**src/rtl/bit_serializer.sv**
```systemverilog
// bit_serializer: accepts a parallel word and streams it MSB first, one bit
// per clock, with ser_valid marking frame bits. Feeds the downstream sequence
// detector's serial input.
// Optional feature macro: SERIALIZER_PARITY_EN appends one even-parity bit
// after the LSB. Without it, frames are exactly DATA_W bits.
// After the last frame bit, one frame_done cycle follows. If GAP_CYCLES > 0,
// GAP_CYCLES more forced idle cycles follow before the block returns to IDLE.
module bit_serializer #(
  parameter int unsigned DATA_W     = 8,
  parameter int unsigned GAP_CYCLES = 0
) (
  input  logic              clk,
  input  logic              reset,
  input  logic              load_valid,
  input  logic [DATA_W-1:0] load_data,
  output logic              load_ready,
  output logic              ser_out,
  output logic              ser_valid,
  output logic              busy,
  output logic              frame_done
);

  localparam int unsigned CNT_W = $clog2(DATA_W + 1);
  localparam int unsigned GAP_W = (GAP_CYCLES > 0) ? $clog2(GAP_CYCLES + 1) : 1;
  localparam logic [CNT_W-1:0] LAST_BIT = CNT_W'(DATA_W - 1);
  localparam logic [GAP_W-1:0] GAP_LAST = GAP_W'(GAP_CYCLES);

`ifdef SERIALIZER_PARITY_EN
  typedef enum logic [1:0] {
    ST_IDLE   = 2'd0,
    ST_SHIFT  = 2'd1,
    ST_PARITY = 2'd2,
    ST_GAP    = 2'd3
  } state_e;
`else
  typedef enum logic [1:0] {
    ST_IDLE  = 2'd0,
    ST_SHIFT = 2'd1,
    ST_GAP   = 2'd3
  } state_e;
`endif

  // State entered once the last frame bit has been presented.
  localparam state_e POST_FRAME = (GAP_CYCLES > 0) ? ST_GAP : ST_IDLE;

  state_e            state_q, state_d;
  logic [DATA_W-1:0] shift_q, shift_d;
  logic [CNT_W-1:0]  bit_cnt_q, bit_cnt_d;
  logic [GAP_W-1:0]  gap_cnt_q, gap_cnt_d;
  logic              ser_out_q, ser_out_d;
  logic              ser_valid_q, ser_valid_d;
  logic              busy_q, busy_d;
  logic              frame_done_q, frame_done_d;
`ifdef SERIALIZER_PARITY_EN
  logic              parity_q, parity_d;
`endif
  logic              accept;

  // Ready only in IDLE and never while reset is asserted.
  assign load_ready = (state_q == ST_IDLE) && !reset;
  assign accept     = load_valid && load_ready;

  assign ser_out    = ser_out_q;
  assign ser_valid  = ser_valid_q;
  assign busy       = busy_q;
  assign frame_done = frame_done_q;

  // Next-state and registered-output logic.
  always_comb begin
    state_d      = state_q;
    shift_d      = shift_q;
    bit_cnt_d    = bit_cnt_q;
    gap_cnt_d    = gap_cnt_q;
    ser_out_d    = 1'b0;
    ser_valid_d  = 1'b0;
    frame_done_d = 1'b0;
`ifdef SERIALIZER_PARITY_EN
    parity_d     = parity_q;
`endif

    unique case (state_q)
      ST_IDLE: begin
        if (accept) begin
          // The MSB goes straight to the output.
          // The shift register keeps only the bits still to be sent.
          state_d     = ST_SHIFT;
          shift_d     = {load_data[DATA_W-2:0], 1'b0};
          bit_cnt_d   = '0;
          ser_out_d   = load_data[DATA_W-1];
          ser_valid_d = 1'b1;
`ifdef SERIALIZER_PARITY_EN
          parity_d    = ^load_data;
`endif
        end
      end

      ST_SHIFT: begin
        if (bit_cnt_q == LAST_BIT) begin
`ifdef SERIALIZER_PARITY_EN
          state_d     = ST_PARITY;
          ser_out_d   = parity_q;
          ser_valid_d = 1'b1;
`else
          state_d      = POST_FRAME;
          gap_cnt_d    = '0;
          frame_done_d = 1'b1;
`endif
        end else begin
          shift_d     = {shift_q[DATA_W-2:0], 1'b0};
          ser_out_d   = shift_q[DATA_W-1];
          ser_valid_d = 1'b1;
          bit_cnt_d   = bit_cnt_q + CNT_W'(1);
        end
      end

`ifdef SERIALIZER_PARITY_EN
      ST_PARITY: begin
        state_d      = POST_FRAME;
        gap_cnt_d    = '0;
        frame_done_d = 1'b1;
      end
`endif

      ST_GAP: begin
        // The first GAP cycle carries frame_done.
        // GAP_CYCLES further idle cycles follow it.
        if (gap_cnt_q == GAP_LAST) begin
          state_d   = ST_IDLE;
          gap_cnt_d = '0;
        end else begin
          gap_cnt_d = gap_cnt_q + GAP_W'(1);
        end
      end

      default: begin
        state_d = ST_IDLE;
      end
    endcase

    busy_d = (state_d != ST_IDLE);
  end

  // State and output registers with synchronous reset.
  always_ff @(posedge clk) begin
    if (reset) begin
      state_q      <= ST_IDLE;
      shift_q      <= '0;
      bit_cnt_q    <= '0;
      gap_cnt_q    <= '0;
      ser_out_q    <= 1'b0;
      ser_valid_q  <= 1'b0;
      busy_q       <= 1'b0;
      frame_done_q <= 1'b0;
`ifdef SERIALIZER_PARITY_EN
      parity_q     <= 1'b0;
`endif
    end else begin
      state_q      <= state_d;
      shift_q      <= shift_d;
      bit_cnt_q    <= bit_cnt_d;
      gap_cnt_q    <= gap_cnt_d;
      ser_out_q    <= ser_out_d;
      ser_valid_q  <= ser_valid_d;
      busy_q       <= busy_d;
      frame_done_q <= frame_done_d;
`ifdef SERIALIZER_PARITY_EN
      parity_q     <= parity_d;
`endif
    end
  end

endmodule

```
**config.mk**
```make
export PLATFORM = sky130hd
export DESIGN_NAME = bit_serializer
export DESIGN_NICKNAME = d
export VERILOG_FILES = /design/src/rtl/bit_serializer.sv
export SDC_FILE = /design/constraint.sdc
export NUM_CORES = 1
export LEC_CHECK = 0
export ABC_AREA = 1
export CAP_MARGIN = 20
export CORE_MARGIN = 2
export CORE_UTILIZATION = 45
export DETAILED_ROUTE_END_ITERATION = 8
export PLACE_DENSITY_LB_ADDON = 0.15
export SKIP_LAST_GASP = 1
export SYNTH_ARGS = -nofsm -noshare
export SYNTH_HDL_FRONTEND = slang
export SYNTH_SLANG_ARGS = --single-unit
```
**constraint.sdc**
```tcl
create_clock -name clk -period 2.8 [get_ports clk]
set_input_delay 0.7 -clock clk [delete_from_list [all_inputs] [get_ports clk]]
set_output_delay 0.7 -clock clk [all_outputs]
set_load 0.02 [all_outputs]
```
==> flow_metrics.py <==
metrics = {
    "grt": {
        "grt_remaining_overflow": 0,
        "grt_pass1_wl_um": 2510,
        "grt_max_degree": 15,
        "antenna_found_initial": 0,
        "grt_usage": 0.167,
        "grt_pass1_vias": 631,
    },
    "layout": {
        "antenna_cells": 0,
        "fillers": 167,
        "final_layout_size_suffix_gt1_frac": 0.138,
        "syn_to_final_growth_pct": 24.9,
        "multiInputGateArea_um2": 390,
        "final_nets": 143,
        "regArea_um2": 340,
    },
    "cts": {
        "clkSinkCount": 17,
        "cts_buffer_depth": 2,
        "insertion_delay_ps": 300,
        "cts_root_buf": "clkbuf_4",
        "h-tree-depth": 1,
        "clk_pin_slew_worst_paths_ps": 100,
        "cts_hold_buf": 0,
        "cts_tree": "built",
        "cts_made_buffers": 3,
    },
    "route": {
        "detail_route.wl_per_cell_um": 9.54,
        "drt-vias-per-instance": 4.55,
        "drt_iter0_drc": 26,
        "wl_um": 1480,
        "vias": 705,
        "detail_route.drc_violations": 0,
        "first_pass_iters": 4,
        "antenna_violating_nets_post_route": 0,
    },
    "critical_path": {
        "cp_top_family": "buffers and inverters",
        "cp-start-kind": "input pin",
        "cpPeakStageDelay_ps": 470,
        "endpoint_kind": "output port",
        "path_buf_inv": 3,
        "critPathMaxFanout": 2,
        "path_cells": "clkdlybuf4s50_1, nor2_4, inv_1, nor2_1, dlymetal6s2s_1",
        "cp.required_ps": 2100,
        "cpMaxStageDelayCell": "clkdlybuf4s50_1",
        "arrival_ps": 1680,
        "critical_path_class": "input pin to output port",
    },
    "synth": {
        "synth_edf_count": 0,
        "synth.largest_area_cell": "dfxtp_1",
        "synth_top_area_share": 0.420,
        "syn_area_per_cell_um2": 7.23,
        "ys_async_sr_fraction": 0,
        "syn_inst": 112,
        "synth_area_leaders": "dfxtp_1, nand2_1, nor2_1",
        "ys_seq_area_frac": 0.420,
        "ys_types": 22,
        "synth-seq-cells": 17,
        "synth_area_um2": 810,
        "postSynthNetCount": 124,
        "synth_ff_type": "dfxtp_1",
        "yosys.cell_count.top_type": "nand2_1",
        "yosys_warnings": 0,
        "netlist_top_cells_count": "nand2_1, dfxtp_1, nor2_1",
    },
    "timing": {
        "finalMaxSlewViolations": 0,
        "setup_tns_ps": 0,
        "fmax_ghz": 0.419,
        "setup_viol": 0,
        "skew_ps": 4.88,
        "fin_crit_ps": 2380,
        "hold_violations": 0,
        "rsz0062_at_grt": "false",
        "fin_crit_sh": 0.852,
    },
    "flow_run": {
        "cap_violations": 0,
    },
    "floorplanning": {
        "rows": 15,
        "start_util": 0.474,
        "die_h_um": 46.4,
        "fp.dieW_um": 46.4,
        "die_area_um2": 2150,
        "ios": 16,
        "core_area_um2": 1710,
    },
    "power_and_ir_drop": {
        "peakVddDrop_uv": 283,
        "p_leak_nw": 0.455,
        "p_per_area_nw_per_um2": 454,
        "power_mw": 0.459,
    },
    "place": {
        "port_buffers": 15,
        "gp_congestion": 0.699,
        "hpwlAfterDp_um": 1090,
    },
    "run_status": {
        "status": "completed",
    },
    "min_path": {
        "hp-class": "flop to flop",
    },
}
## per-layer routing
layer  wire length (um)  track usage
met5                  0            0
met1                764        0.204
met4                 42        0.103
met3                 67       0.0392
met2                604        0.261
## cell type report
class | instances | area share
sequential | 17 | 0.337
multi-input combinational | 77 | 0.386
timing repair buffer | 16 | 0.158
clock buffer | 4 | 0.0260
tap | 25 | 0.0309
inverter | 16 | 0.0619
## registers in the layout, summed over array words and instances (netlist names)
signal / flops
bit_cnt_q: 4
busy: 1
frame_done: 1
ser_out: 1
ser_valid: 1
shift_q: 7
state_q: 2
## report_power, final
group          internal, mW  total [mW]  switching (mW)  leakage [nW]
Clock                0.0555       0.134          0.0786        0.0150
Sequential            0.252       0.257         0.00511         0.139
Combinational        0.0323      0.0672          0.0349         0.301
## tightest hold or removal path: stages, from the launching register on
cell	delay, ps
dfxtp_1	310
inv_1	60
o21ai_0	80
## layout by cell type, fill, tap and decap left out, types with 2 or more instances in the layout
| cell | count |
|---|---|
| nor2_2 | 3 |
| nand3_1 | 10 |
| nor2_4 | 2 |
| o21ai_0 | 8 |
| inv_2 | 2 |
| inv_1 | 13 |
| clkbuf_4 | 3 |
| dfxtp_1 | 17 |
| a21oi_1 | 2 |
| nand2_4 | 2 |
| nand2_1 | 25 |
| clkdlybuf4s50_1 | 14 |
| nor2_1 | 17 |
## per-stage QoR
| step | hold slack, ps | cells | cell area, um2 | util | setup slack [ps] |
|---|---|---|---|---|---|
| after global placement | 477 | 151 | 982 | 0.575 | 27.6 |
| after floorplan | 443 | 112 | 810 | - | 801 |
| final | 493 | 155 | 1010 | 0.592 | 415 |
| after global routing | 538 | 155 | 1010 | 0.592 | 345 |
| after CTS | 502 | 155 | 1010 | 0.590 | 15.0 |
| after detailed placement | 485 | 151 | 982 | 0.575 | 31.0 |
## final timing paths
check,start,end,slack (ps),cells past startpoint
worst max register to register,bit_cnt_q[0],shift_q[2],1550,7
worst max-delay path,reset,load_ready,420,5
worst min register to register,shift_q[1],shift_q[1],490,2
worst min-delay path,shift_q[1],shift_q[1],490,2
## what timing repair did
action / 4_1_cts / 5_1_grt
gates resized for setup: 0 / 1
buffers inserted: 0 / 0
setup endpoints to repair: 0 / 1
## kinds of logic (layout without fill, tap and decap cells)
kind of cell    count (synthesis)  in the layout  synth area share
fa+ha+maj                       1              1            0.0155
simple gates                   65             65             0.400
other cells                     1              1           0.00463
flops                          17             17             0.420
compound gates                 10             10            0.0618
buf+inv                        18             36            0.0974
(Power assumes the default switching activity.)
==> RTL edit 1 (config.mk and constraints unchanged) <==
`DATA_W`: 8 -> 4.
--- a/src/rtl/bit_serializer.sv
+++ b/src/rtl/bit_serializer.sv
@@ -6,7 +6,7 @@
 // After the last frame bit, one frame_done cycle follows. If GAP_CYCLES > 0,
 // GAP_CYCLES more forced idle cycles follow before the block returns to IDLE.
 module bit_serializer #(
-  parameter int unsigned DATA_W     = 8,
+  parameter int unsigned DATA_W     = 4,
   parameter int unsigned GAP_CYCLES = 0
 ) (
   input  logic              clk,
Ports: changed (resized load_data); port bits go from 16 to 12. The function was not compared with the original's and may differ.
==> RTL edit 1 against the original RTL <==
Final cell count down 28%; power shrank 16%; routed wire length down 29%; sequential cell count shrank 5; synthesized area fell by 28%; maximum frequency down 11%; cell area decreased by 26%; worst setup slack worse by 290 ps; critical path type unchanged.
==> RTL edit 1: results (changes against the original RTL) <==
- Total GRT Usage: 0.1690 (was 0.1669)
- ANT cells: 0 (unchanged)
- Metal2 WL: 480 um (was 604 um)
- Clock latency on the worst-skew pair: 270 ps (was 300 ps)
- Clock skew: 1.332 ps (was 4.885 ps)
- Sequential area share after synthesis: 0.4147 (was 0.4204)
- Routed wl met3: 45 um (was 67 um)
- Area contributors post-synth: dfxtp_1, nor2_1, nand2_1 (was dfxtp_1, nand2_1, nor2_1)
- Gpl congestion: 0.7333 (was 0.6986)
- Outcome: complete, no violations (unchanged)
- Routed WL: 1043 um (was 1479 um)
- Setup TNS: 0 ps (unchanged)
- Met1 Routed Length: 507 um (was 764 um)
- Nets: 107 (was 143)
- Postcts setup bufs: 0 (unchanged)
- Synth cell types: 19 (was 22)
- IO buf count: 11 (was 15)
- Worst Path Arrival: 1980 ps (was 1680 ps)
- Largest net degree at the start of global routing: 9 (was 15)
- Vias/cell: 4.586 (was 4.548)
- Number of global-route vias before repair: 432 (was 631)
- Most common cell after layout, fill and taps aside: nor2_1 (was nand2_1)
- Proportion of layout cells with a drive suffix above 1: 0.1649 (was 0.1385)
- DP Wirelength: 809 um (was 1089 um)
- Post-route ant nets: 0 (unchanged)
- Initial drt markers: 8 (was 26)
- Cell leakage power: 0.3482 nW (was 0.4552 nW)
- First-pass GRT wire length: 1704 um (was 2511 um)
- Net Sw Power: 97.74 uW (was 118.7 uW)
- Most instantiated cells after synthesis: nor2_1, nand2_1, dfxtp_1, inv_1, nand3_1 (was nand2_1, dfxtp_1, nor2_1, inv_1, nand3_1)
- CTS-repair resized insts: 0 (unchanged)
==> RTL edit 1: cell types whose count changed after synthesis, sizes merged <==
cell,delta
or2,-1
nor2,-1
nand3,-3
nand4,+1
nand2,-13
o21ai,-7
ha,+1
buf,-1
dfxtp,-5
nand3b,+1
inv,-3
==> RTL edit 1: per-stage QoR <==
| step | total power [mW] | util | setup WS [ps] | instances | cell area, um2 |
|---|---|---|---|---|---|
| final | 0.3838 | 0.6494 | 121.3 | 111 | 750.7 |
| after global routing | 0.4009 | 0.6494 | 51.16 | 111 | 750.7 |
| after CTS | 0.3873 | 0.6494 | 110.9 | 111 | 750.7 |
| after detailed placement | 0.2489 | 0.6180 | 114.9 | 107 | 714.4 |
| after global placement | 0.2482 | 0.6180 | 133.3 | 107 | 714.4 |
| after floorplan | 0.2261 | - | 939.5 | 81 | 579.3 |
==> RTL edit 1: worst max-delay path, cell delays in order <==
cell and delay [ps]:
clkdlybuf4s50_1 440, nor2_2 110, inv_1 60, nor2_1 80, clkdlybuf4s50_1 600
==> RTL edit 1: power groups by stage <==
| stage | Combinational [mW] | Sequential (mW) | Clock (mW) |
|---|---|---|---|
| after floorplan | 0.0363 | 0.190 | 0 |
| after global placement | 0.0581 | 0.190 | 0 |
| after detailed placement | 0.0586 | 0.190 | 0 |
| after CTS | 0.0589 | 0.186 | 0.142 |
| after global routing | 0.0666 | 0.187 | 0.147 |
| final | 0.0584 | 0.186 | 0.139 |
==> RTL edit 1: cell families after synthesis <==
family	share of synthesized area
buffers and inverters	0.09720
flip-flops	0.4147
other	0.006473
AND/OR/NAND/NOR	0.3996
adder cells (fa/ha/maj)	0.04319
AO/OA/AOI/OAI	0.03887
==> RTL edit 1: final timing paths <==
| path | endpoint | start | depth (start not counted) | slack, ps |
|---|---|---|---|---|
| max reg2reg | shift_q[3]$_SDFFE_PP0P_ | bit_cnt_q[0]$_SDFFE_PP0P_ | 6 | 1480 |
| min | bit_cnt_q[2]$_SDFFE_PP0P_ | bit_cnt_q[2]$_SDFFE_PP0P_ | 2 | 500 |
| min reg2reg | bit_cnt_q[2]$_SDFFE_PP0P_ | bit_cnt_q[2]$_SDFFE_PP0P_ | 2 | 500 |
| max | load_ready | reset | 5 | 120 |
==> RTL edit 1: metal layers <==
metal / global-route usage / vias to the layer above
li1: - / 280
met1: 0.1986 / 214
met2: 0.2621 / 13
met3: 0.06818 / 2
met4: 0.07759 / 0
met5: 0 / -
==> RTL edit 1: layout make-up <==
class                   count  area [um2]
well taps                  14       17.52
flip-flops and latches     12       240.2
inverters                  13       48.80
multi-input cells          55       282.8
fillers                   105       405.4
clock buffers               4       36.28
repair buffers             13       125.1
==> RTL edit 2 (same flow settings) <==
Made on the original files. Make the reset (`reset`) asynchronous in one clocked block. Comments in the files are not updated.
--- a/src/rtl/bit_serializer.sv
+++ b/src/rtl/bit_serializer.sv
@@ -141,7 +141,7 @@
   end
 
   // State and output registers with synchronous reset.
-  always_ff @(posedge clk) begin
+  always_ff @(posedge clk or posedge reset) begin
     if (reset) begin
       state_q      <= ST_IDLE;
       shift_q      <= '0;
Check against the original RTL: differs if reset is asserted again (counterexample within 4 cycles, from zero or initial values and one cycle with reset high); with reset held inactive, the same outputs for 10 cycles.
==> RTL edit 2 against the original RTL <==
First-iteration DRC count fell by 85%; count of clock-buffer cells in the layout did not move; global-route usage rose by 0.065 points; worst setup slack got worse by 290 ps; cell area rose by 3.0%; sequential cell count did not move; final cell count fell by 14%; synthesized area rose by 4.2%; non-clock buffer count rose by 1; routed wire length fell by 0.81%; critical endpoint unchanged; largest cell class is now sequential cells.
Power is not compared: it rests on default switching activity, and its combinational part moved more than twofold at a synthesized area within 25%.
==> RTL edit 2: results (changes against the original RTL) <==
- Outcome: complete, no violations (unchanged)
- Detailed Routing Iterations Pass 1: 2 (was 4)
- First-pass GRT wire length: 2594 um (was 2511 um)
- Final setup violation count: 0 (unchanged)
- Clk buf depth: 2 (unchanged)
- Postcts setup bufs: 0 (unchanged)
- FFs w/ async S/R, synth: 1.000 (was 0)
- Gpl congestion: 0.6969 (was 0.6986)
- Pint: 437.6 uW
- IO buf count: 15 (unchanged)
- Clock latency on the worst-skew pair: 280 ps (was 300 ps)
- Sequential area share after synthesis: 0.5045 (was 0.4204)
- Initial drt markers: 4 (was 26)
- Synth cell types: 22 (unchanged)
- Nets: 121 (was 143)
- Syn Nets: 101 (was 124)
- Proportion of layout cells with a drive suffix above 1: 0.2130 (was 0.1385)
- Synth warn: 0 (unchanged)
- Clock skew: 5.979 ps (was 4.885 ps)
- Vias/cell: 4.752 (was 4.548)
- Num CTS Buffers: 3 (unchanged)
- CP max stage delay: 650 ps (was 470 ps)
- Largest regs: shift_q (7), bit_cnt_q (4), state_q (2) (unchanged)
- Largest net degree at the start of global routing: 18 (was 15)
- Area contributors post-synth: dfrtp_1, nand2_1, o21ai_2 (was dfxtp_1, nand2_1, nor2_1)
- Total GRT Usage: 0.1676 (was 0.1669)
- Worst Path Arrival: 1970 ps (was 1680 ps)
- DP Wirelength: 1092 um (was 1089 um)
- Number of global-route vias before repair: 616 (was 631)
- WL per Instance: 11.03 um (was 9.542 um)
- Crit path max-delay family: buffers and inverters (unchanged)
- ANT cells: 0 (unchanged)
- Worst Path Max Fanout: 2 (unchanged)
- CTS clk-pin slew, worst paths: 100 ps (about the same)
- CTS-repair resized insts: 0 (unchanged)
- Cell leakage power: around 0.51 nW
- Slowest library cell on the worst path: clkdlybuf4s50_1 (unchanged)
- Max reg flops: 7 (unchanged)
- Initial antenna violation count: 0 (unchanged)
- Placed Instance Area: 0.001015 mm2 (was 982.2 um2)
- Most instantiated cells after synthesis: nand2_1, dfrtp_1, inv_1 (was nand2_1, dfxtp_1, nor2_1, inv_1, nand3_1)
- Max VDD drop: 0.0004079 V
- CTS root buf: clkbuf_4 (unchanged)
- Synth Flop Type: dfrtp_1 (was dfxtp_1)
- Total number of H-tree levels: 1 (unchanged)
- Post-Place Worst Slack: 131.6 ps (was 31.01 ps)
- HP Class: flip-flop to flip-flop (unchanged)
RTL edit 2: cell count changes in the layout (fill, tap and decap cells not counted), moves of 2 or more:
| cell | before | now |
|---|---|---|
| nand3_1 | 10 | 7 |
| dfxtp_1 | 17 | 0 |
| nand2_1 | 25 | 21 |
| nor2_2 | 3 | 1 |
| a21oi_1 | 2 | 0 |
| nor2_1 | 17 | 3 |
| o21ai_2 | 0 | 7 |
| inv_1 | 13 | 10 |
| nor2_4 | 2 | 0 |
| dfrtp_1 | 0 | 17 |
RTL edit 2: kinds of logic (layout without fill, tap and decap cells):
family,Yosys count,after routing,synth area share
adder cells (fa/ha/maj),1,1,0.01483
flip-flops,17,17,0.5045
other,1,1,0.004447
AO/OA/AOI/OAI,15,15,0.1335
AND/OR/NAND/NOR,41,41,0.2567
buffers and inverters,14,33,0.08605
RTL edit 2: area by class of cell:
cell class	count	area [um2]
Fill cell	178	704.4
Timing Repair Buffer	17	165.2
Inverter	12	47.55
Multi-Input combinational cell	58	345.3
Clock buffer	4	26.28
Tap cell	25	31.28
Sequential cell	17	425.4
RTL edit 2: worst paths after layout:
path                                          startpoint  slack [ps]  depth (start not counted)                     end
worst max-delay path                               reset         130                          3              load_ready
worst min-delay path              shift_q[1]$_DFFE_PP0P_         530                          2  shift_q[1]$_DFFE_PP0P_
worst max register to register  bit_cnt_q[0]$_DFFE_PP0P_        1390                          6  shift_q[3]$_DFFE_PP0P_
worst min register to register    shift_q[1]$_DFFE_PP0P_         530                          2  shift_q[1]$_DFFE_PP0P_
max in group asynchronous                          reset        1760                          3    frame_done$_DFF_PP0_
min in group asynchronous                          reset         850                          3    state_q[1]$_DFF_PP0_
RTL edit 2: layer usage:
| metal | vias to the layer above | share of wire | global-route usage |
|---|---|---|---|
| met2 | 4 | 0.51 | 0.2811 |
| met5 | - | 0 | 0 |
| li1 | 320 | - | - |
| met4 | 0 | 0.0095 | 0.08333 |
| met3 | 2 | 0.027 | 0.03462 |
| met1 | 306 | 0.45 | 0.2024 |
RTL edit 2: power groups by stage:
stage	registers (mW)	clock network [mW]	logic, mW
after floorplan	0.342	0	0.135
after CTS	0.339	0.135	0.182
after global placement	0.342	0	0.174
final	0.339	0.129	0.178
after detailed placement	0.344	0	0.182
after global routing	0.348	0.143	0.205
RTL edit 2: worst reg2reg max path, delay by kind of cell, from the launching register on:
kind / cells / cell delay, ps
and+or+nand+nor: 4 / 550
DFF: 1 / 460
adders and majority gates: 1 / 240
AOI/OAI and AO/OA: 1 / 60
RTL edit 2: per-stage QoR:
| step | std cells | hold slack (ps) |
|---|---|---|
| after global placement | 129 | 500.2 |
| after global routing | 133 | 554.8 |
| after floorplan | 89 | 488.2 |
| final | 133 | 526.6 |
| after detailed placement | 129 | 505.4 |
| after CTS | 133 | 528.6 |
